--- src/rtl/dmem_access_ctrl_if.sv ---
// dmem_access_ctrl_if: request/response handshake and byte-memory bus of the data memory controller
interface dmem_access_ctrl_if;
  logic        req_valid;
  logic        req_ready;
  logic        req_write;
  logic [12:0] req_addr;
  logic [63:0] req_wdata;
  logic        rsp_valid;
  logic        rsp_ready;
  logic [63:0] rsp_rdata;
  logic        rsp_err;
  logic        mem_en;
  logic        mem_we;
  logic [12:0] mem_addr;
  logic [7:0]  mem_wdata;
  logic [7:0]  mem_rdata;
  modport master (
    output req_valid, req_write, req_addr, req_wdata, rsp_ready, mem_rdata,
    input  req_ready, rsp_valid, rsp_rdata, rsp_err, mem_en, mem_we, mem_addr, mem_wdata
  );
  modport slave (
    input  req_valid, req_write, req_addr, req_wdata, rsp_ready, mem_rdata,
    output req_ready, rsp_valid, rsp_rdata, rsp_err, mem_en, mem_we, mem_addr, mem_wdata
  );
endinterface

--- src/rtl/dmem_access_ctrl.sv ---
// dmem_access_ctrl: serialises 64-bit LDUR/STUR accesses onto an 8-bit synchronous byte memory
module dmem_access_ctrl (
  input  logic               clk,
  input  logic               rst_n,
  output logic               busy,
  dmem_access_ctrl_if.slave  bus
);
  typedef enum logic [2:0] {IDLE, WR, RD, RD_LAST, DONE} state_t;
  state_t      state, nxt;
  logic [2:0]  cnt;
  logic [2:0]  prv;
  logic        up;
  logic        err;
  logic        accept;
  logic [12:0] base;
  logic [63:0] wdata;
  logic [63:0] rdata;
  assign prv           = cnt - 3'd1;
  // up keeps req_ready low until the first edge after reset release
  assign bus.req_ready = (state == IDLE) && up;
  assign accept        = bus.req_valid && bus.req_ready;
  assign busy          = state != IDLE;
  assign bus.mem_en    = (state == WR) || (state == RD);
  assign bus.mem_we    = state == WR;
  assign bus.mem_addr  = bus.mem_en ? base + {10'd0, cnt} : 13'd0;
  assign bus.mem_wdata = bus.mem_we ? wdata[{cnt, 3'b000} +: 8] : 8'd0;
  assign bus.rsp_valid = state == DONE;
  assign bus.rsp_rdata = rdata;
  assign bus.rsp_err   = err;
  always_comb begin
    nxt = state;
    case (state)
      IDLE:    if (accept) nxt = (|bus.req_addr[2:0]) ? DONE : bus.req_write ? WR : RD;
      WR:      if (cnt == 3'd7) nxt = DONE;
      RD:      if (cnt == 3'd7) nxt = RD_LAST;
      RD_LAST: nxt = DONE;
      DONE:    if (bus.rsp_ready) nxt = IDLE;
      default: nxt = IDLE;
    endcase
  end
  always_ff @(posedge clk or negedge rst_n) begin
    if (!rst_n) begin
      state <= IDLE;
      cnt   <= 3'd0;
      up    <= 1'b0;
      err   <= 1'b0;
      base  <= 13'd0;
      wdata <= 64'd0;
      rdata <= 64'd0;
    end else begin
      state <= nxt;
      up    <= 1'b1;
      case (state)
        IDLE: if (accept) begin
          base  <= bus.req_addr;
          wdata <= bus.req_wdata;
          rdata <= 64'd0;
          err   <= |bus.req_addr[2:0];
          cnt   <= 3'd0;
        end
        WR: cnt <= cnt + 3'd1;
        // read data trails its issue by one cycle, so byte cnt-1 arrives now
        RD: begin
          cnt <= cnt + 3'd1;
          if (cnt != 3'd0) rdata[{prv, 3'b000} +: 8] <= bus.mem_rdata;
        end
        RD_LAST: rdata[63:56] <= bus.mem_rdata;
        default: ;
      endcase
    end
  end
endmodule
--- src/flat_wrapper.sv ---
// flat-port wrapper written by rule: the top's interface ports become plain ports
module dmem_access_ctrl_flat 
  (clk, rst_n, busy, bus_req_valid, bus_req_write, bus_req_addr, bus_req_wdata, bus_rsp_ready, bus_mem_rdata, bus_req_ready, bus_rsp_valid, bus_rsp_rdata, bus_rsp_err, bus_mem_en, bus_mem_we, bus_mem_addr, bus_mem_wdata);
  dmem_access_ctrl_if bus_i ();
  input  logic clk;
  input  logic rst_n;
  output logic busy;
  input wire logic [$bits(bus_i.req_valid)-1:0] bus_req_valid;
  input wire logic [$bits(bus_i.req_write)-1:0] bus_req_write;
  input wire logic [$bits(bus_i.req_addr)-1:0] bus_req_addr;
  input wire logic [$bits(bus_i.req_wdata)-1:0] bus_req_wdata;
  input wire logic [$bits(bus_i.rsp_ready)-1:0] bus_rsp_ready;
  input wire logic [$bits(bus_i.mem_rdata)-1:0] bus_mem_rdata;
  output wire logic [$bits(bus_i.req_ready)-1:0] bus_req_ready;
  output wire logic [$bits(bus_i.rsp_valid)-1:0] bus_rsp_valid;
  output wire logic [$bits(bus_i.rsp_rdata)-1:0] bus_rsp_rdata;
  output wire logic [$bits(bus_i.rsp_err)-1:0] bus_rsp_err;
  output wire logic [$bits(bus_i.mem_en)-1:0] bus_mem_en;
  output wire logic [$bits(bus_i.mem_we)-1:0] bus_mem_we;
  output wire logic [$bits(bus_i.mem_addr)-1:0] bus_mem_addr;
  output wire logic [$bits(bus_i.mem_wdata)-1:0] bus_mem_wdata;
  assign bus_i.req_valid = bus_req_valid;
  assign bus_i.req_write = bus_req_write;
  assign bus_i.req_addr = bus_req_addr;
  assign bus_i.req_wdata = bus_req_wdata;
  assign bus_i.rsp_ready = bus_rsp_ready;
  assign bus_i.mem_rdata = bus_mem_rdata;
  assign bus_req_ready = bus_i.req_ready;
  assign bus_rsp_valid = bus_i.rsp_valid;
  assign bus_rsp_rdata = bus_i.rsp_rdata;
  assign bus_rsp_err = bus_i.rsp_err;
  assign bus_mem_en = bus_i.mem_en;
  assign bus_mem_we = bus_i.mem_we;
  assign bus_mem_addr = bus_i.mem_addr;
  assign bus_mem_wdata = bus_i.mem_wdata;
  dmem_access_ctrl u_core (.clk(clk), .rst_n(rst_n), .busy(busy), .bus(bus_i));
endmodule
--- config.mk ---
export PLATFORM = sky130hd
export DESIGN_NAME = dmem_access_ctrl_flat
export DESIGN_NICKNAME = d
export VERILOG_FILES = /design/src/rtl/dmem_access_ctrl_if.sv /design/src/rtl/dmem_access_ctrl.sv /design/src/flat_wrapper.sv
export SDC_FILE = /design/constraint.sdc
export NUM_CORES = 1
export LEC_CHECK = 0
export CORE_UTILIZATION = 44
export DETAILED_ROUTE_END_ITERATION = 10
export PLACE_DENSITY = 0.88
export SYNTH_ARGS = -nofsm -noshare
export SYNTH_HDL_FRONTEND = slang
export SYNTH_SLANG_ARGS = --single-unit
--- constraint.sdc ---
create_clock -name clk -period 3.2 [get_ports clk]
set_input_delay 0.48 -clock clk [delete_from_list [all_inputs] [get_ports clk]]
set_output_delay 0.48 -clock clk [all_outputs]
set_load 0.02 [all_outputs]
==> flow_metrics.env, run 1 <==
export IMPL_outcome="finished clean"
export IMPL_synthTopCellsByCount="nand2_1, dfrtp_1, a22o_1"
export IMPL_drcViolationCount=0
export IMPL_cpPeakStageDelay_ns=0.62
export IMPL_ys_warn_count=0
export IMPL_hpwl_um=12400
export IMPL_timing_rr_end="u_core.bus.rsp_rdata[3]"
export IMPL_synth_top_cell_by_area="dfrtp_1"
export IMPL_core_rowCount=45
export IMPL_grt_pass1_wl_um=29000
export IMPL_tightestPinTransition_ns=0.926
export IMPL_worst_hold_path_type="in -> async"
export IMPL_initial_core_util_pct=45.2
export IMPL_synth_top_area_share_pct=54.0
export IMPL_wl_per_cell_um=16.4
export IMPL_antenna_found_initial=0
export IMPL_fin_ws_ns=0.0916
export IMPL_slew_headroom_pct=38.3
export IMPL_area_growth_pct=38.7
export IMPL_required_ns=2.72
export IMPL_vias=5717
export IMPL_syn_inst=690
export IMPL_fin_tns_setup_ns=0
export IMPL_max_cap_violations=0
export IMPL_cp_arrival_ns=2.63
export IMPL_fin_crit_sh_pct=97.1
export IMPL_yosys_top_cells_area="dfrtp_1, nand2_1, mux4_2, a22o_1, mux2i_1"
export IMPL_fin_crit_ns=3.11
export IMPL_synth_distinct_cells=55
export IMPL_synth_net_count=793
export IMPL_clockBufferDepth=2
export IMPL_critPathCaptureType="primary output"
export IMPL_finClkSkew_ns=0.0130
export IMPL_max_freq_mhz=322
export IMPL_p_leak_nw=4.42
export IMPL_io_pins=181
export IMPL_gp_congestion=0.921
export IMPL_drv_slew=0
export IMPL_nNetsFinal=968
export IMPL_cts_htree_levels=4
export IMPL_die_h_um=127
export IMPL_placement_io_buffers=180
export IMPL_rrSetupSlack_ns=0.29
export IMPL_hold_buffers=0
export IMPL_worstReg2RegStart="u_core.cnt[0]"
export IMPL_async_flop_share_pct=100
export IMPL_path_depth=7
export IMPL_setup_violations_final=0
export IMPL_cts_root_buf="clkbuf_16"
export IMPL_grt_overflow_total=0
export IMPL_startpoint_type="register"
export IMPL_crit_type="reg -> out"
export IMPL_die_area_sq_mm=0.0162
export IMPL_nFillCells=1184
export IMPL_finalWirelength_um=17900
export IMPL_grt_use_total_pct=23.3
export IMPL_core_sq_mm=0.0153
export IMPL_critPathSlowestCell="clkdlybuf4s50_1"
export IMPL_clk_insertion_delay_late_ns=0.43
export IMPL_grt_pass1_vias=5716
export IMPL_reg2reg_depth=9
export IMPL_drt_pre_antenna_iters=5
export IMPL_critPathBufInv=2
export IMPL_final_hold_viol_count=0
export IMPL_grt_max_degree=95
export IMPL_synthFlopType="dfrtp_1"
export IMPL_ant_nets=0
export IMPL_dieWidth_um=127
export IMPL_clk_pin_slew_ns=0.07
export IMPL_dp_slack_ns=0.109
export IMPL_vdd_drop_max_uv=415
export IMPL_synth_seq_area_share_pct=54.0
export IMPL_layout_drive_gt1_share_pct=9.45
export IMPL_antenna_cells=0
export IMPL_routed_via_density=5.25
export IMPL_p_per_area_mw_per_mm2=766
export IMPL_crit_path_start="u_core.cnt[1]"
export IMPL_cp_cell_sequence="ha_1 > a211oi_1 > buf_4 > nor3b_1 > xnor2_1 > nor2_1 > clkdlybuf4s50_1"
export IMPL_cts_buffers_inserted=17
export IMPL_drt_iter0_drc=302
export IMPL_path_delay_family="buffers and inverters"
export IMPL_synth_area_sq_mm=0.00690
export IMPL_clock_sinks=149
export IMPL_yosysMostFrequentCell="nand2_1"
export IMPL_synth_avg_cell_area_sq_um=10.0
export IMPL_synth_seq_cells=149
export IMPL_cts_tree="done"
export IMPL_synth_edf_count=0
export IMPL_critPathMaxFanout=7
==> metrics by stage <==
step / hold slack, ns / utilization [%] / instance area, sq um / total power, W / instances
finish: 0.0892 / 62.7 / 9570 / 0.00733 / 1089
global route: 0.160 / 62.7 / 9570 / 0.00774 / 1089
CTS: 0.134 / 62.4 / 9530 / 0.00734 / 1088
detailed placement: 0.460 / 58.5 / 8920 / 0.00526 / 1056
global placement: 0.453 / 58.5 / 8920 / 0.00516 / 1056
floorplan: 0.184 / - / 6900 / 0.00435 / 690
==> final cells by class <==
cell class	count	area, sq um	share of cell area [%]
flip-flops and latches	149	3730	39.0
multi-input cells	476	2930	30.6
repair buffers	194	1940	20.3
clock buffers	17	425	4.44
well taps	211	264	2.76
clock inverters	15	184	1.92
inverters	27	101	1.06
==> cells in the final DEF (no fill, tap or decap), drive strengths merged, types with 2 or more instances in the layout <==
cell	count
xor2	3
buf	15
clkbuf	17
and2	2
and3	5
nand2	261
nand3b	2
ha	12
mux2	2
inv	36
nand3	5
bufinv	2
nor3	5
dfrtp	149
nor2b	3
a211oi	2
clkinvlp	2
o2bb2ai	8
o21ai	15
dlygate4sd2	6
o2111ai	2
a22o	41
nand2b	3
mux2i	16
o22a	2
a21oi	5
a31oi	5
or3	6
nor2	24
clkinv	2
o211ai	2
xnor2	4
mux4	16
nor3b	5
clkdlybuf4s50	172
o221ai	2
or2	2
==> layer usage <==
layer  global-route usage (%)  part of all wire [%]  wire length [um]
met1                     29.5                    42              7570
met2                     39.5                    50              8930
met3                     4.40                   5.6               994
met4                     9.10                   2.2               402
met5                        0                     0                 0
==> power breakdown <==
part	total, W	switching, W	leakage [nW]	internal [W]
logic	0.00251	0.00140	2.17	0.00111
registers	0.00276	0.000356	1.96	0.00240
clock network	0.00206	0.000875	0.295	0.00119
==> sequential cells by signal, summed over array words and instances (netlist names) <==
register	count
u_core.bus.rsp_rdata	64
u_core.wdata	64
u_core.base	13
u_core.cnt	3
u_core.state	3
u_core.bus.rsp_err	1
u_core.up	1
==> cell families (layout without fill, tap and decap cells) <==
family | count (synthesis) | after routing | synth area share [%]
multiplexers | 34 | 34 | 7.87
flip-flops | 149 | 149 | 54.0
AO/OA/AOI/OAI | 90 | 90 | 10.2
buffers and inverters | 65 | 253 | 4.06
AND/OR/NAND/NOR | 331 | 331 | 20.3
other | 1 | 1 | 0.0543
XOR/XNOR | 7 | 7 | 0.997
adder cells (fa/ha/maj) | 13 | 13 | 2.47
==> how the worst max path moves through the flow <==
| stage | end |
|---|---|
| 2_1_floorplan | bus_mem_addr[10] |
| 3_3_place_gp | bus_mem_addr[10] |
| 3_5_place_dp | u_core.bus.rsp_rdata[4] |
| 4_1_cts | bus_mem_addr[4] |
| 5_1_grt | bus_mem_addr[12] |
| 6_report | bus_mem_addr[7] |
==> what timing repair did <==
item	in CTS	in global routing
setup endpoints to repair	7	35
setup buffers	0	1
gates resized for setup	7	8
pin swaps	0	1
Note: power is estimated with default switching activity, not from simulation.
==> inputs of run 2 (changes only) <==
- CORE_ASPECT_RATIO: not set -> 1.75
- SETUP_SLACK_MARGIN: not set -> 0.4
==> run 2 against run 1 <==
  * Worst setup slack better by 0.33 ns
  * Combinational power is 8.0% higher
  * Final area is 2.0% higher
  * Non-clock buffer count is 8 higher
  * Sequential power hardly changed
  * Critical path type unchanged
  * Largest power group unchanged
  * Highest routed layer unchanged
==> flow_metrics.env, run 2 (same netlist as run 1, synthesis figures left out) <==
export IMPL_outcome="finished clean"
export IMPL_crit_type="reg -> out"
export IMPL_cp_arrival_ns=2.30
export IMPL_cts_root_buf="clkbuf_16"
export IMPL_slew_headroom_pct=48.3
export IMPL_ant_nets=0
export IMPL_clock_sinks=149
export IMPL_fin_crit_sh_pct=87.0
export IMPL_drv_slew=0
export IMPL_routed_via_density=5.33
export IMPL_clk_insertion_delay_late_ns=0.42
export IMPL_vias=5724
export IMPL_dieWidth_um=96.7
export IMPL_endpoint="bus_mem_addr[12]"
export IMPL_worst_hold_path_type="in -> async"
export IMPL_wl_per_cell_um=17.9
export IMPL_gp_congestion=0.889
export IMPL_core_rowCount=60
export IMPL_dp_slack_ns=0.216
export IMPL_worstReg2RegStart="u_core.cnt[0]"
export IMPL_p_leak_nw=4.58
export IMPL_grt_overflow_total=0
export IMPL_nNetsFinal=976
export IMPL_nFillCells=1214
export IMPL_timing_rr_end="u_core.bus.rsp_rdata[3]"
export IMPL_critPathCaptureType="primary output"
export IMPL_setup_violations_final=0
export IMPL_p_per_area_mw_per_mm2=794
export IMPL_cts_buffers_inserted=17
export IMPL_cts_tree="done"
export IMPL_regArea_sq_mm=0.00373
export IMPL_initial_core_util_pct=45.1
export IMPL_die_area_sq_mm=0.0162
export IMPL_grt_pass1_vias=5868
export IMPL_tightestPinTransition_ns=0.772
export IMPL_grt_max_degree=86
export IMPL_fin_ws_ns=0.417
export IMPL_max_freq_mhz=359
export IMPL_antenna_found_initial=1
export IMPL_final_hold_viol_count=0
export IMPL_hpwl_um=13900
export IMPL_fin_util_pct=63.7
export IMPL_drcViolationCount=0
export IMPL_clk_pin_slew_ns=0.06
export IMPL_drt_iter0_drc=219
export IMPL_die_h_um=168
export IMPL_required_ns=2.72
export IMPL_core_sq_mm=0.0153
export IMPL_hold_buffers=0
export IMPL_rrSetupSlack_ns=0.44
export IMPL_finClkSkew_ns=0.0128
export IMPL_rsz0062_at_grt="true"
export IMPL_final_cell_mix="nand2_1, clkdlybuf4s50_1, dfrtp_1, a22o_1, inv_1"
export IMPL_max_cap_violations=0
export IMPL_reg2reg_depth=9
export IMPL_crit_path_start="u_core.cnt[0]"
export IMPL_placement_io_buffers=180
export IMPL_multi_input_area_sq_mm=0.00301
export IMPL_startpoint_type="register"
export IMPL_grt_use_total_pct=24.2
export IMPL_area_growth_pct=41.5
export IMPL_cts_htree_levels=4
export IMPL_io_pins=181
export IMPL_drt_pre_antenna_iters=4
export IMPL_fin_tns_setup_ns=0
export IMPL_fin_crit_ns=2.78
export IMPL_vdd_drop_max_uv=410
export IMPL_clockBufferDepth=2
export IMPL_finalWirelength_um=19200
export IMPL_final_common_cell="nand2_1"
export IMPL_layout_drive_gt1_share_pct=11.7
export IMPL_critPathMaxFanout=3
export IMPL_grt_pass1_wl_um=30400
## run 2: cell count changes in the layout (fill, tap and decap cells not counted), moves of 2 or more
cell | before | now
a21oi_1 | 5 | 3
a21oi_2 | 0 | 2
buf_2 | 0 | 2
buf_4 | 10 | 19
bufinv_16 | 2 | 6
clkbuf_1 | 0 | 3
clkdlybuf4s50_1 | 172 | 158
dlygate4sd2_1 | 6 | 12
ha_1 | 12 | 9
ha_4 | 0 | 3
inv_6 | 5 | 2
inv_8 | 5 | 0
nor2_1 | 22 | 24
nor2_2 | 2 | 0
## run 2: area by class of cell
cell class	instances	share of cell area, %
antenna	1	0.0256
clock inverter	11	2.26
sequential	149	38.2
multi-input combinational	476	30.8
inverter	27	1.08
clock buffer	21	4.61
tap	186	2.38
timing repair buffer	202	20.6
## run 2: how the worst min path moves through the flow
stage	depth (start not counted)	end	startpoint	slack [ns]
after floorplan	0	u_core.base[0]	rst_n	0.18
after global placement	2	u_core.wdata[18]	u_core.wdata[18]	0.45
after detailed placement	2	u_core.wdata[19]	u_core.wdata[19]	0.46
after CTS	1	u_core.bus.rsp_rdata[7]	rst_n	0.06
after global routing	1	u_core.bus.rsp_rdata[7]	rst_n	0.07
final	1	u_core.bus.rsp_rdata[7]	rst_n	0.03
## run 2: repair_timing
item                       in CTS  in global routing
setup buffers                   0                  1
pin swaps                       3                  1
cloned                          1                  0
gates resized for setup        50                 18
setup endpoints to repair      61                 43
hold endpoints to repair        0                  0
## run 2: worst max-delay path: stages, from the launching register on
cell and delay (ns):
dfrtp_2 0.42, ha_4 0.16, inv_1 0.05, fa_2 0.36, nor2b_4 0.14, o211ai_1 0.10, or3_1 0.34, a21oi_2 0.17
buf_6 0.14
## run 2: per-stage QoR
step / total power, W / hold slack (ns) / cells / instance area (sq um)
finish: 0.00775 / 0.0278 / 1073 / 9760
global route: 0.00819 / 0.0717 / 1073 / 9760
CTS: 0.00774 / 0.0568 / 1071 / 9680
detailed placement: 0.00538 / 0.458 / 1038 / 8980
global placement: 0.00528 / 0.452 / 1038 / 8980
floorplan: 0.00437 / 0.184 / 690 / 6930
## run 2: where the power goes
part,switching (W),internal [W]
clock,0.000787,0.00149
sequential,0.000355,0.00241
combinational,0.00148,0.00122
## run 2: per-layer routing
| metal | up-vias | wire length [um] | global-route usage (%) |
|---|---|---|---|
| met3 | 38 | 641 | 3.71 |
| met5 | - | 0 | 0 |
| met4 | 0 | 660 | 13.7 |
| li1 | 2696 | - | - |
| met1 | 2808 | 6960 | 26.2 |
| met2 | 182 | 11000 | 44.5 |
==> inputs of run 3 (changes only) <==
- SETUP_SLACK_MARGIN: 0.4 -> 0.15
==> run 3 against run 2 <==
  * Core utilization is 1.2 points lower
  * Via count grew 0.63%
  * Clock skew shrank 0.0047 ns
  * Largest power group unchanged
  * Flip-flop and latch count unchanged
  * Non-clock buffer count down 1
  * Register-to-register slack hardly changed
  * Combinational power down 4%
  * Sequential share of layout area increased by 0.73 points
  * Critical path depth did not move
  * Critical endpoint is now bus_mem_addr[10]
  * Worst hold slack improved by 0.11 ns
  * Final area is 1.9% lower
  * Critical path type unchanged
  * Power fell by 4.6%
==> flow_metrics.env, run 3 (same netlist as run 1, synthesis figures left out) <==
export IMPL_rrSetupSlack_ns=0.43
export IMPL_cp_cell_sequence="ha_1 > inv_1 > fa_1 > nor2b_2 > o21ai_0 > or3_1 > a21oi_1 > clkbuf_2"
export IMPL_stdcell_count=1073
export IMPL_placement_io_buffers=180
export IMPL_worstReg2RegStart="u_core.cnt[0]"
export IMPL_reg2reg_depth=9
export IMPL_wl_per_cell_um=17.5
export IMPL_hpwl_um=13800
export IMPL_grt_pass1_vias=6006
export IMPL_cts_htree_levels=4
export IMPL_post_cts_buffers=0
export IMPL_antenna_found_initial=2
export IMPL_regArea_sq_mm=0.00373
export IMPL_multi_input_area_sq_mm=0.00293
export IMPL_initial_core_util_pct=45.1
export IMPL_drv_slew=0
export IMPL_crit_type="reg -> out"
export IMPL_drcViolationCount=0
export IMPL_grt_overflow_total=0
export IMPL_critPathCaptureType="primary output"
export IMPL_cp_arrival_ns=2.45
export IMPL_io_pins=181
export IMPL_slew_headroom_pct=39.8
export IMPL_required_ns=2.72
export IMPL_worst_hold_path_type="in -> async"
export IMPL_timing_rr_end="u_core.bus.rsp_rdata[6]"
export IMPL_rsz0062_at_grt="true"
export IMPL_grt_use_total_pct=23.9
export IMPL_core_sq_mm=0.0153
export IMPL_fin_tns_setup_ns=0
export IMPL_drt_iter0_drc=316
export IMPL_vias=5760
export IMPL_routed_via_density=5.37
export IMPL_layout_drive_gt1_share_pct=10.8
export IMPL_grt_pass1_wl_um=30400
export IMPL_vdd_drop_max_uv=444
export IMPL_clk_pin_slew_ns=0.06
export IMPL_critPathMaxFanout=3
export IMPL_final_cell_mix="nand2_1, clkdlybuf4s50_1, dfrtp_1, a22o_1, inv_1"
export IMPL_cts_root_buf="clkbuf_16"
export IMPL_fin_crit_sh_pct=91.6
export IMPL_critPathSlowestCell="fa_1"
export IMPL_grt_max_degree=101
export IMPL_outcome="finished clean"
export IMPL_area_growth_pct=38.8
export IMPL_p_per_area_mw_per_mm2=771
export IMPL_clockBufferDepth=2
export IMPL_cpPeakStageDelay_ns=0.39
export IMPL_die_area_sq_mm=0.0162
export IMPL_max_cap_violations=0
export IMPL_clock_sinks=149
export IMPL_drt_pre_antenna_iters=5
export IMPL_ant_nets=0
export IMPL_crit_path_start="u_core.cnt[0]"
export IMPL_max_freq_mhz=341
export IMPL_setup_violations_final=0
export IMPL_finClkSkew_ns=0.00807
export IMPL_final_common_cell="nand2_1"
export IMPL_clk_insertion_delay_late_ns=0.41
export IMPL_nNetsFinal=975
export IMPL_fin_util_pct=62.5
export IMPL_cts_buffers_inserted=17
export IMPL_die_h_um=168
export IMPL_tightestPinTransition_ns=0.903
export IMPL_core_rowCount=60
export IMPL_final_hold_viol_count=0
export IMPL_nFillCells=1220
export IMPL_fin_crit_ns=2.93
export IMPL_finalWirelength_um=18800
export IMPL_place_inst=1039
export IMPL_startpoint_type="register"
export IMPL_cts_tree="done"
export IMPL_p_leak_nw=4.47
export IMPL_gp_congestion=0.909
export IMPL_dieWidth_um=96.7
==> run 3: changes by cell type in the layout (fill, tap and decap cells not counted), sizes merged, moves of 3 or more <==
cell	change
clkinv	+3
bufinv	-3
dlygate4sd2	-11
clkdlybuf4s50	+11
buf	-6
==> run 3: worst max path at each step <==
stage / endpoint / slack (ns) / cells after the start
2_1_floorplan: bus_mem_addr[10] / 0.15 / 8
3_3_place_gp: bus_mem_addr[10] / 0.24 / 7
3_5_place_dp: bus_mem_addr[10] / 0.19 / 7
4_1_cts: bus_mem_wdata[1] / 0.12 / 5
5_1_grt: bus_mem_addr[10] / 0.10 / 8
6_report: bus_mem_addr[10] / 0.27 / 8
==> run 3: power by group <==
group / internal (W) / switching, W
logic: 0.00114 / 0.00146
clock network: 0.00124 / 0.000800
registers: 0.00241 / 0.000344
total: 0.00479 / 0.00260
==> run 3: layout make-up <==
type / count / area share (%)
sequential: 149 / 38.9
multi-input combinational: 476 / 30.6
timing repair buffer: 201 / 20.6
clock buffer: 18 / 4.48
tap: 186 / 2.43
clock inverter: 14 / 1.85
inverter: 27 / 1.06
antenna: 2 / 0.0522
==> run 3: routing by layer <==
| layer | wire [um] | GRT usage (%) | up-vias |
|---|---|---|---|
| met4 | 710 | 12.5 | 0 |
| met5 | 0 | 0 | - |
| met1 | 6920 | 26.4 | 2844 |
| met2 | 10600 | 43.8 | 175 |
| met3 | 590 | 3.59 | 45 |
| li1 | - | - | 2696 |
==> run 3: timing repair <==
| action | in CTS | in global routing |
|---|---|---|
| endpoints found under the setup margin | 14 | 49 |
| resized for setup | 10 | 22 |
| hold buffers | 0 | 0 |
| endpoints found under the hold margin | 0 | 0 |
==> run 3: stage by stage <==
| step | hold WS, ns | setup slack, ns | area, sq um | total power (W) |
|---|---|---|---|---|
| floorplan | 0.184 | 0.152 | 6900 | 0.00435 |
| global placement | 0.452 | 0.238 | 8950 | 0.00526 |
| detailed placement | 0.458 | 0.190 | 8950 | 0.00537 |
| CTS | 0.201 | 0.119 | 9560 | 0.00742 |
| global route | 0.223 | 0.103 | 9580 | 0.00783 |
| finish | 0.143 | 0.270 | 9580 | 0.00739 |
==> run 3: critical path, delay by kind of cell (launching register included) <==
kind            cells  cell delay [ns]
fa+ha+maj           2             0.61
compound gates      2             0.30
simple gates        2             0.51
buf+inv             2             0.26
flops               1             0.37
